## src/rtl/fp_div_pkg.sv

```systemverilog
// Shared constants for the FP_Div mantissa path.
// mant_div_dp and Mant_Div_Ctrl both read the step count from here so
// that both ends of the load/shift_en protocol agree on the division length.
package fp_div_pkg;

    localparam int MANT_W     = 24;          // mantissa width including hidden bit
    localparam int CNT_W      = 5;           // step counter width, 2**CNT_W > MANT_W
    localparam int HIDDEN_BIT = MANT_W - 1;  // position of the implicit leading one
    localparam int DIV_STEPS  = MANT_W;      // quotient bits produced per division

    typedef logic [MANT_W-1:0] mant_t;
    typedef logic [MANT_W:0]   prem_t;       // partial remainder, one guard bit
    typedef logic [CNT_W-1:0]  cnt_t;

    localparam cnt_t CNT_ZERO      = {CNT_W{1'b0}};
    localparam cnt_t CNT_ONE       = {{(CNT_W-1){1'b0}}, 1'b1};
    localparam cnt_t DIV_STEPS_CNT = cnt_t'(DIV_STEPS);

    // True while a division has started but not yet produced all its bits.
    function automatic logic cnt_in_progress(input cnt_t cnt);
        return (cnt != CNT_ZERO) && (cnt < DIV_STEPS_CNT);
    endfunction

endpackage

```

## src/rtl/mant_div_step.sv

```systemverilog
// One restoring radix-2 division step: compare, conditional subtract, shift.
// The shift drops the guard bit, which is always zero because the
// conditional difference is strictly smaller than the divisor.
module mant_div_step #(
    parameter int W = 24
) (
    input  logic [W:0]   r,
    input  logic [W-1:0] d,
    output logic         q_bit,
    output logic [W:0]   r_next
);

    logic [W:0] d_ext_s;
    logic [W:0] diff_s;

    assign d_ext_s = {1'b0, d};
    assign diff_s  = r - d_ext_s;

    // Pick the quotient bit and the next partial remainder.
    always_comb begin
        q_bit = (r >= d_ext_s);
        if (q_bit) begin
            r_next = diff_s << 1;
        end else begin
            r_next = r << 1;
        end
    end

endmodule

```

## src/rtl/mant_div_dp.sv

```systemverilog
// Restoring radix-2 mantissa divider datapath for FP_Div.
// in_load captures the operands and performs step 0; each in_shift_en
// performs one more step until MANT_W quotient bits have been produced.
// Optional protocol checker: define MANT_DIV_PROTO_CHK_EN to enable
// out_proto_err; otherwise it is tied low and no checker logic exists.
module mant_div_dp
    import fp_div_pkg::*;
(
    input  logic              in_Clk,
    input  logic              in_Rst_N,
    input  logic              in_load,
    input  logic              in_shift_en,
    input  logic [MANT_W-1:0] in_dividend,
    input  logic [MANT_W-1:0] in_divisor,
    output logic [MANT_W-1:0] out_quotient,
    output logic              out_sticky,
    output logic              out_valid,
    output logic              out_proto_err
);

    prem_t rem_r;
    mant_t div_r;
    mant_t q_r;
    cnt_t  cnt_r;
    logic  valid_r;

    prem_t step_r_s;
    mant_t step_d_s;
    logic  step_bit_s;
    prem_t step_rem_s;
    mant_t step_q_s;
    cnt_t  cnt_next_s;
    logic  do_shift_s;

    // Feed the single step unit from the fresh operands on load, else from state.
    always_comb begin
        step_r_s = rem_r;
        step_d_s = div_r;
        if (in_load) begin
            step_r_s = {1'b0, in_dividend};
            step_d_s = in_divisor;
        end else begin
            step_r_s = rem_r;
            step_d_s = div_r;
        end
    end

    mant_div_step #(
        .W (MANT_W)
    ) u_step (
        .r      (step_r_s),
        .d      (step_d_s),
        .q_bit  (step_bit_s),
        .r_next (step_rem_s)
    );

    // A load starts the quotient from zero; otherwise bits shift in LSB-first.
    assign step_q_s   = in_load ? {{(MANT_W-1){1'b0}}, step_bit_s}
                                : {q_r[MANT_W-2:0], step_bit_s};
    assign cnt_next_s = cnt_r + CNT_ONE;
    assign do_shift_s = !in_load && in_shift_en && (cnt_r < DIV_STEPS_CNT);

    // Division state: load restarts, shift advances, otherwise everything holds.
    always_ff @(posedge in_Clk or negedge in_Rst_N) begin
        if (!in_Rst_N) begin
            rem_r   <= {(MANT_W+1){1'b0}};
            div_r   <= {MANT_W{1'b0}};
            q_r     <= {MANT_W{1'b0}};
            cnt_r   <= CNT_ZERO;
            valid_r <= 1'b0;
        end else if (in_load) begin
            rem_r   <= step_rem_s;
            div_r   <= in_divisor;
            q_r     <= step_q_s;
            cnt_r   <= CNT_ONE;
            valid_r <= 1'b0;
        end else if (do_shift_s) begin
            rem_r   <= step_rem_s;
            q_r     <= step_q_s;
            cnt_r   <= cnt_next_s;
            valid_r <= (cnt_next_s == DIV_STEPS_CNT);
        end
    end

    assign out_quotient = q_r;
    assign out_sticky   = |rem_r;
    assign out_valid    = valid_r;

`ifdef MANT_DIV_PROTO_CHK_EN
    logic proto_viol_s;
    logic proto_err_r;

    // Flag gaps in the strobe train, shifts before any load, and extra steps.
    always_comb begin
        proto_viol_s = 1'b0;
        if (in_load) begin
            proto_viol_s = 1'b0;
        end else if (in_shift_en) begin
            proto_viol_s = (cnt_r == CNT_ZERO) || (cnt_r == DIV_STEPS_CNT);
        end else begin
            proto_viol_s = cnt_in_progress(cnt_r);
        end
    end

    // Sticky error flag, cleared only by reset or the next load.
    always_ff @(posedge in_Clk or negedge in_Rst_N) begin
        if (!in_Rst_N) begin
            proto_err_r <= 1'b0;
        end else if (in_load) begin
            proto_err_r <= 1'b0;
        end else if (proto_viol_s) begin
            proto_err_r <= 1'b1;
        end
    end

    assign out_proto_err = proto_err_r;
`else
    assign out_proto_err = 1'b0;
`endif

endmodule

```

## config.mk

```make
export PLATFORM = sky130hd
export DESIGN_NAME = mant_div_dp
export DESIGN_NICKNAME = d
export VERILOG_FILES = /design/src/rtl/fp_div_pkg.sv /design/src/rtl/mant_div_step.sv /design/src/rtl/mant_div_dp.sv
export SDC_FILE = /design/constraint.sdc
export NUM_CORES = 1
export LEC_CHECK = 0
export BUFFER_PORTS_ARGS = -buffer_cell sky130_fd_sc_hd__buf_2
export CAP_MARGIN = 5
export CORE_ASPECT_RATIO = 1.1
export CORE_UTILIZATION = 30
export DETAILED_ROUTE_END_ITERATION = 10
export PLACE_DENSITY = 0.46
export SLEW_MARGIN = 10
export SYNTH_ARGS = -nofsm -noshare
export SYNTH_HDL_FRONTEND = slang
export SYNTH_SLANG_ARGS = --single-unit
```

## constraint.sdc

```tcl
create_clock -name in_Clk -period 2.9 [get_ports in_Clk]
set_clock_uncertainty 0.2 [all_clocks]
set_input_delay 0.58 -clock in_Clk [delete_from_list [all_inputs] [get_ports in_Clk]]
set_output_delay 0.58 -clock in_Clk [all_outputs]
set_load 0.01 [all_outputs]
```

==> metrics.yaml, run 1 <==
clkSinkCount: 78
routed_wl_um: 15000
tightest_slew_ps: 568
fmax_ghz: 0.327
drv_slew: 0
synth_ff_type: "dfrtp_1"
areaGrowthSynthToFinish_pct: 57.4
diodes: 0
dp_hpwl_um: 11200
p_leak_nw: 3.51
status: "finished with violations"
hold_violations: 0
internal_power_mw: 3.88
drt-wirelength-per-cell_um: 15.9
endpoint_kind: "flip-flop"
setup_viol: 23
crit_start: "in_load"
critPathMaxStageDelay_ps: 320
min_period_over_period: 1.06
slew-limit-headroom: 0.621
grt_pass1_wl_um: 23900
finalSetupTns_ps: -2130
cap_viol_max_count: 0
insertion_delay_ps: 350
yosysWarnings: 0
power_density_mw_per_mm2: 819
fillers: 1451
place_ws_ps: -698
clk_pin_slew_worst_paths_ps: 70
worstSetupPathType: "in -> reg"
cp-start-kind: "input pin"
die-area_mm2: 0.0165
via_count: 4579
fin_ws_ps: -160
crit_top_cell: "a21o_1"
gr-total-overflow: 0
cts_root_buf: "clkbuf_16"
fin_nets: 818
dieWidth_um: 123
multi_input_area_mm2: 0.00332
grt_start_max_net_pins: 41
pwr-share-clk: 0.194
syn_avg_cell_area_um2: 8.95
firstDrtPassIters: 4
timing.rr.start: "rem_r[18]$_DFFE_PN0P_"
clk_path_buf_depth: 2
place_congestion: 0.898
synth_nets: 616
worstPathCellList: "buf_16 -> buf_12 -> mux2_4 -> ha_4 -> a21o_1 -> a21o_1 -> a21o_1 -> a211oi_4 -> o21ai_4 -> nor2_4 -> buf_4 -> nor2_4 -> a221o_1"
drive_above_1_share: 0.453
period_needed_ps: 3060
numCtsBuffers: 9
final_antenna_net_count: 0
initial_core_util: 0.307
seq_area_mm2: 0.00195
netSwitchingPower_mw: 2.32
synthesis.instances: 537
synth_edf_count: 0
hold_buffers: 0
crit_fanout: 6
yosys_register_bits: 78
rsz0062_at_grt: "yes"
crit_required_ps: 2940
cp.arrival_ps: 3100
num_rows: 48
rrSetupSlack_ps: 0
p_sw_frac: 0.374
ys_async_sr_fraction: 1.00
route.detailed.drc: 0
violations: "negative setup slack"
worst_r2r_endpoint: "rem_r[20]$_DFFE_PN0P_"
die_h_um: 135
drtIter0Drc: 319
antenna_found_initial: 0
crit_slowest_cell: "mux2_4"
seq_area_frac_synth: 0.406
cts_max_level: 3
ys_types: 56
hold_path.class: "in -> async"
port_buffers: 77
seqPwrFrac: 0.236
ir_worst_vdd_uv: 400
syn_area_mm2: 0.00481
pin_count: 79
vias_per_cell: 4.85
ff2ff_path_depth: 11
grt_pass1_vias: 4664
cts_tree: "built"
grt_util_all_layers: 0.190
pwr-share-comb: 0.571
core-area_mm2: 0.0157
## layout by cell type (no fill, tap or decap), types with 5 or more instances in the layout
master     Yosys  layout
mux2_4         0      16
mux2i_4        0      10
clkbuf_16      0       9
dfrtp_1       78      78
a21oi_1       54      44
nor2_1        45      43
xor2_1         5       5
mux2i_1       25      13
ha_4           0      17
a21o_1         6       6
buf_12         0       5
a31oi_1       14      11
mux2_2        24       8
nand2_1       94      90
ha_1          26       8
nand3_1        9       5
nor4_1         6       6
buf_2          2      75
xnor2_1       14      14
a21oi_2        1      10
inv_1         27      26
o21a_1         7       7
buf_6          1      11
o21ai_0       13       7
buf_4          3     116
## state kept, by name (all words and copies together) (netlist names)
| register | flops |
|---|---|
| out_quotient | 24 |
| rem_r | 24 |
| out_valid | 1 |
| cnt_r | 5 |
| div_r | 24 |
## worst max-delay path, delay by kind of cell
family	cells	cell delay (ps)
muxes	1	320
and+or+nand+nor	2	270
adders and majority gates	1	220
buffers and inverters	3	440
AOI/OAI and AO/OA	6	1250
## power groups by stage
stage	clock network, mW	logic [mW]	registers (mW)
4_1_cts	1.24	3.34	1.46
3_5_place_dp	0	2.97	1.47
3_3_place_gp	0	2.95	1.46
6_report	1.20	3.54	1.46
5_1_grt	1.28	3.82	1.49
2_1_floorplan	0	1.75	1.45
## cell families (layout without fill, tap and decap cells)
family / Yosys count / in the layout / share of synthesized area
muxes: 49 / 49 / 0.108
buffers and inverters: 51 / 258 / 0.0442
DFF: 78 / 78 / 0.406
adders and majority gates: 27 / 27 / 0.0718
and+or+nand+nor: 186 / 186 / 0.168
other: 1 / 1 / 0.000780
AOI/OAI and AO/OA: 126 / 126 / 0.166
xor gates and xnor gates: 19 / 19 / 0.0346
## stage by stage
stage / cells / area [um2] / utilization / hold slack [ps] / power (mW)
after floorplan: 537 / 5180 / - / 84.4 / 3.19
after global placement: 907 / 6540 / 0.417 / 278 / 4.41
after detailed placement: 907 / 6540 / 0.417 / 276 / 4.44
after CTS: 939 / 7380 / 0.471 / 34.5 / 6.04
after global routing: 944 / 7560 / 0.483 / 57.4 / 6.59
final: 944 / 7560 / 0.483 / 12.3 / 6.20
## layout make-up
class	instances	share of cell area
Timing Repair Buffer	215	0.217
Multi-Input combinational cell	408	0.438
Clock buffer	9	0.0298
Tap cell	200	0.0331
Sequential cell	78	0.258
Inverter	27	0.0134
Clock inverter	7	0.0104
## synth_stat cells, types with 2 or more instances
master,count,area share
nor3b_1,2,0.0031
buf_4,3,0.0047
and3_1,4,0.0052
o21a_1,7,0.011
ha_1,26,0.068
a31oi_1,14,0.018
mux2_2,24,0.056
o21ai_1,2,0.0021
buf_1,2,0.0016
xor2_1,5,0.0091
mux2i_1,25,0.052
a221oi_1,2,0.0036
nand2_1,94,0.073
a21oi_1,54,0.056
xnor2_1,14,0.026
nand3_1,9,0.0094
clkbuf_1,16,0.012
nor3_1,3,0.0031
dfrtp_1,78,0.41
nor2b_1,6,0.0078
o21bai_1,4,0.0062
buf_2,2,0.0021
or3_1,3,0.0039
nand2b_1,4,0.0052
o211ai_1,4,0.0062
a221o_1,3,0.0062
inv_1,27,0.021
a21o_1,6,0.0094
o21ai_0,13,0.014
nand4_1,3,0.0039
a211o_1,2,0.0036
nor2_1,45,0.035
nor4_1,6,0.0078
and2_1,3,0.0039
## what timing repair did
item,in CTS,in global routing
gates resized for setup,71,33
endpoints found under the hold margin,0,0
gates cloned,3,0
pin swaps,47,13
setup buffers,15,5
endpoints found under the setup margin,25,25
## layer usage
layer	routed length, um	track usage
met1	6840	0.247
met2	7230	0.316
met3	690	0.0342
met4	207	0.0644
met5	0	0
## worst max-delay path by stage
stage,endpoint,slack [ps],cells after the start
final,rem_r[20]$_DFFE_PN0P_,-160,13
after global routing,rem_r[22]$_DFFE_PN0P_,-270,14
after CTS,rem_r[23]$_DFFE_PN0P_,-130,15
after detailed placement,rem_r[20]$_DFFE_PN0P_,-700,13
after global placement,rem_r[24]$_DFFE_PN0P_,-660,12
after floorplan,rem_r[20]$_DFFE_PN0P_,-360,13
(Power assumes the default switching activity.)
==> inputs of run 2 (changes only) <==
--- a/config.mk
+++ b/config.mk
@@ -10,7 +10,7 @@
 export CORE_ASPECT_RATIO = 1.1
 export CORE_UTILIZATION = 30
 export DETAILED_ROUTE_END_ITERATION = 10
-export PLACE_DENSITY = 0.46
+export PLACE_DENSITY_LB_ADDON = 0.3
 export SLEW_MARGIN = 10
 export SYNTH_ARGS = -nofsm -noshare
 export SYNTH_HDL_FRONTEND = slang
==> metrics.yaml, run 2 (same netlist as run 1, synthesis figures left out) <==
crit_required_ps: 2930
violations: "negative setup slack"
min_period_over_period: 1.08
cts_root_buf: "clkbuf_16"
cp-start-kind: "input pin"
routed_wl_um: 15000
drtIter0Drc: 179
post-route-util: 0.484
final_cells: 933
antenna_found_initial: 0
grt_util_all_layers: 0.187
cap_viol_max_count: 0
crit_start: "in_load"
layout_commonest_cell: "buf_4"
crit_top_cell: "buf_6"
critPathMaxStageDelay_ps: 320
ir_worst_vdd_uv: 340
core-area_mm2: 0.0157
crit_slowest_cell: "mux2_4"
fin_ws_ps: -234
final_cell_mix: "102 x buf_4, 87 x nand2_1, 78 x dfrtp_1"
grt_pass1_wl_um: 23600
cts_max_level: 3
num_rows: 48
place_ws_ps: -829
insertion_delay_ps: 350
numCtsBuffers: 9
initial_core_util: 0.307
dp_hpwl_um: 10400
place_congestion: 0.904
fin_nets: 807
hold_violations: 0
endpoint_kind: "flip-flop"
die-area_mm2: 0.0165
p_leak_nw: 3.45
hold_path.class: "in -> async"
hold_buffers: 0
rsz0062_at_grt: "yes"
die_h_um: 135
setup_viol: 25
route.detailed.drc: 0
clkSinkCount: 78
cp.arrival_ps: 3160
grt_pass1_vias: 4663
slew-limit-headroom: 0.629
worstSetupPathType: "in -> reg"
power_density_mw_per_mm2: 800
drt-wirelength-per-cell_um: 16.0
period_needed_ps: 3130
fmax_ghz: 0.319
dieWidth_um: 123
port_buffers: 77
worstPathCellList: "buf_16 -> buf_12 -> buf_8 -> mux2_4 -> ha_4 -> nand4_1 -> nor3_2 -> nand2_1 -> o21a_1 -> o21ai_4 -> nor2_4 -> buf_6 -> buf_6 -> and3_1 -> a221o_1"
clk_path_buf_depth: 2
pin_count: 79
diodes: 0
cts_tree: "built"
vias_per_cell: 4.89
dpl.cell_count: 889
via_count: 4566
final_antenna_net_count: 0
firstDrtPassIters: 4
status: "finished with violations"
fillers: 1421
drv_slew: 0
clk_pin_slew_worst_paths_ps: 70
areaGrowthSynthToFinish_pct: 57.9
gr-total-overflow: 0
drive_above_1_share: 0.450
grt_start_max_net_pins: 42
timing.rr.start: "rem_r[18]$_DFFE_PN0P_"
holdWs_ps: 27.6
crit_fanout: 8
tightest_slew_ps: 557
==> run 2: changes by cell type in the layout (fill, tap and decap cells not counted), moves of 3 or more <==
cell and delta:
nand2_1 -3, o21ai_4 -3, buf_4 -14, buf_12 +4, buf_8 -3, ha_4 +4, mux2i_1 -5, mux2i_2 +5
ha_1 -4
==> run 2: per-stage QoR <==
| step | setup TNS [ps] | total power, mW | instance area (um2) |
|---|---|---|---|
| after floorplan | -6740 | 3.19 | 5180 |
| after global placement | -17560 | 4.17 | 6410 |
| after detailed placement | -18080 | 4.20 | 6410 |
| after CTS | -2930 | 5.70 | 7260 |
| after global routing | -6100 | 6.46 | 7590 |
| final | -3680 | 6.07 | 7590 |
==> run 2: area by class of cell <==
cell class | instances | area (um2) | area share
sequential | 78 | 1950 | 0.257
tap | 200 | 250 | 0.0330
inverter | 27 | 101 | 0.0134
timing repair buffer | 204 | 1610 | 0.212
clock buffer | 11 | 243 | 0.0320
clock inverter | 5 | 42.5 | 0.00561
multi-input combinational | 408 | 3390 | 0.447
==> run 2: routing by layer <==
metal / wire, um / GRT usage / part of all wire / vias up
met2: 7240 / 0.310 / 0.48 / 117
met1: 6610 / 0.234 / 0.44 / 2173
met4: 480 / 0.0813 / 0.032 / 0
met3: 624 / 0.0351 / 0.042 / 27
met5: 0 / 0 / 0 / -
li1: - / - / - / 2249
==> run 2: path summary, 6_finish.rpt <==
check | to | slack, ps | depth (start not counted)
max in group asynchronous | rem_r[8]$_DFFE_PN0P_ | 1830 | 2
worst max-delay path | rem_r[20]$_DFFE_PN0P_ | -230 | 15
min in group in_Clk | div_r[17]$_DFF_PN0_ | 280 | 3
worst max register to register | rem_r[21]$_DFFE_PN0P_ | -20 | 11
worst min-delay path | out_quotient[9]$_DFFE_PN0P_ | 30 | 1
worst min register to register | div_r[17]$_DFF_PN0_ | 310 | 2
==> run 2: critical path: cells and delay by family <==
kind	cells	cell delay (ps)
AND/OR/NAND/NOR	5	720
buffers and inverters	5	640
AO/OA/AOI/OAI	3	590
multiplexers	1	320
adder cells (fa/ha/maj)	1	270
==> run 2: timing repair <==
| action | in CTS | in global routing |
|---|---|---|
| buffers inserted | 14 | 13 |
| setup endpoints to repair | 25 | 25 |
| cloned | 3 | 1 |
| gates resized for setup | 69 | 39 |
| endpoints found under the hold margin | 0 | 0 |
| pin swaps | 47 | 33 |
==> run 2: power breakdown <==
| part | internal, mW | switching (mW) | leakage [nW] |
|---|---|---|---|
| logic | 1.87 | 1.60 | 2.35 |
| clock network | 0.613 | 0.493 | 0.137 |
| registers | 1.31 | 0.188 | 0.970 |
| total | 3.79 | 2.28 | 3.45 |
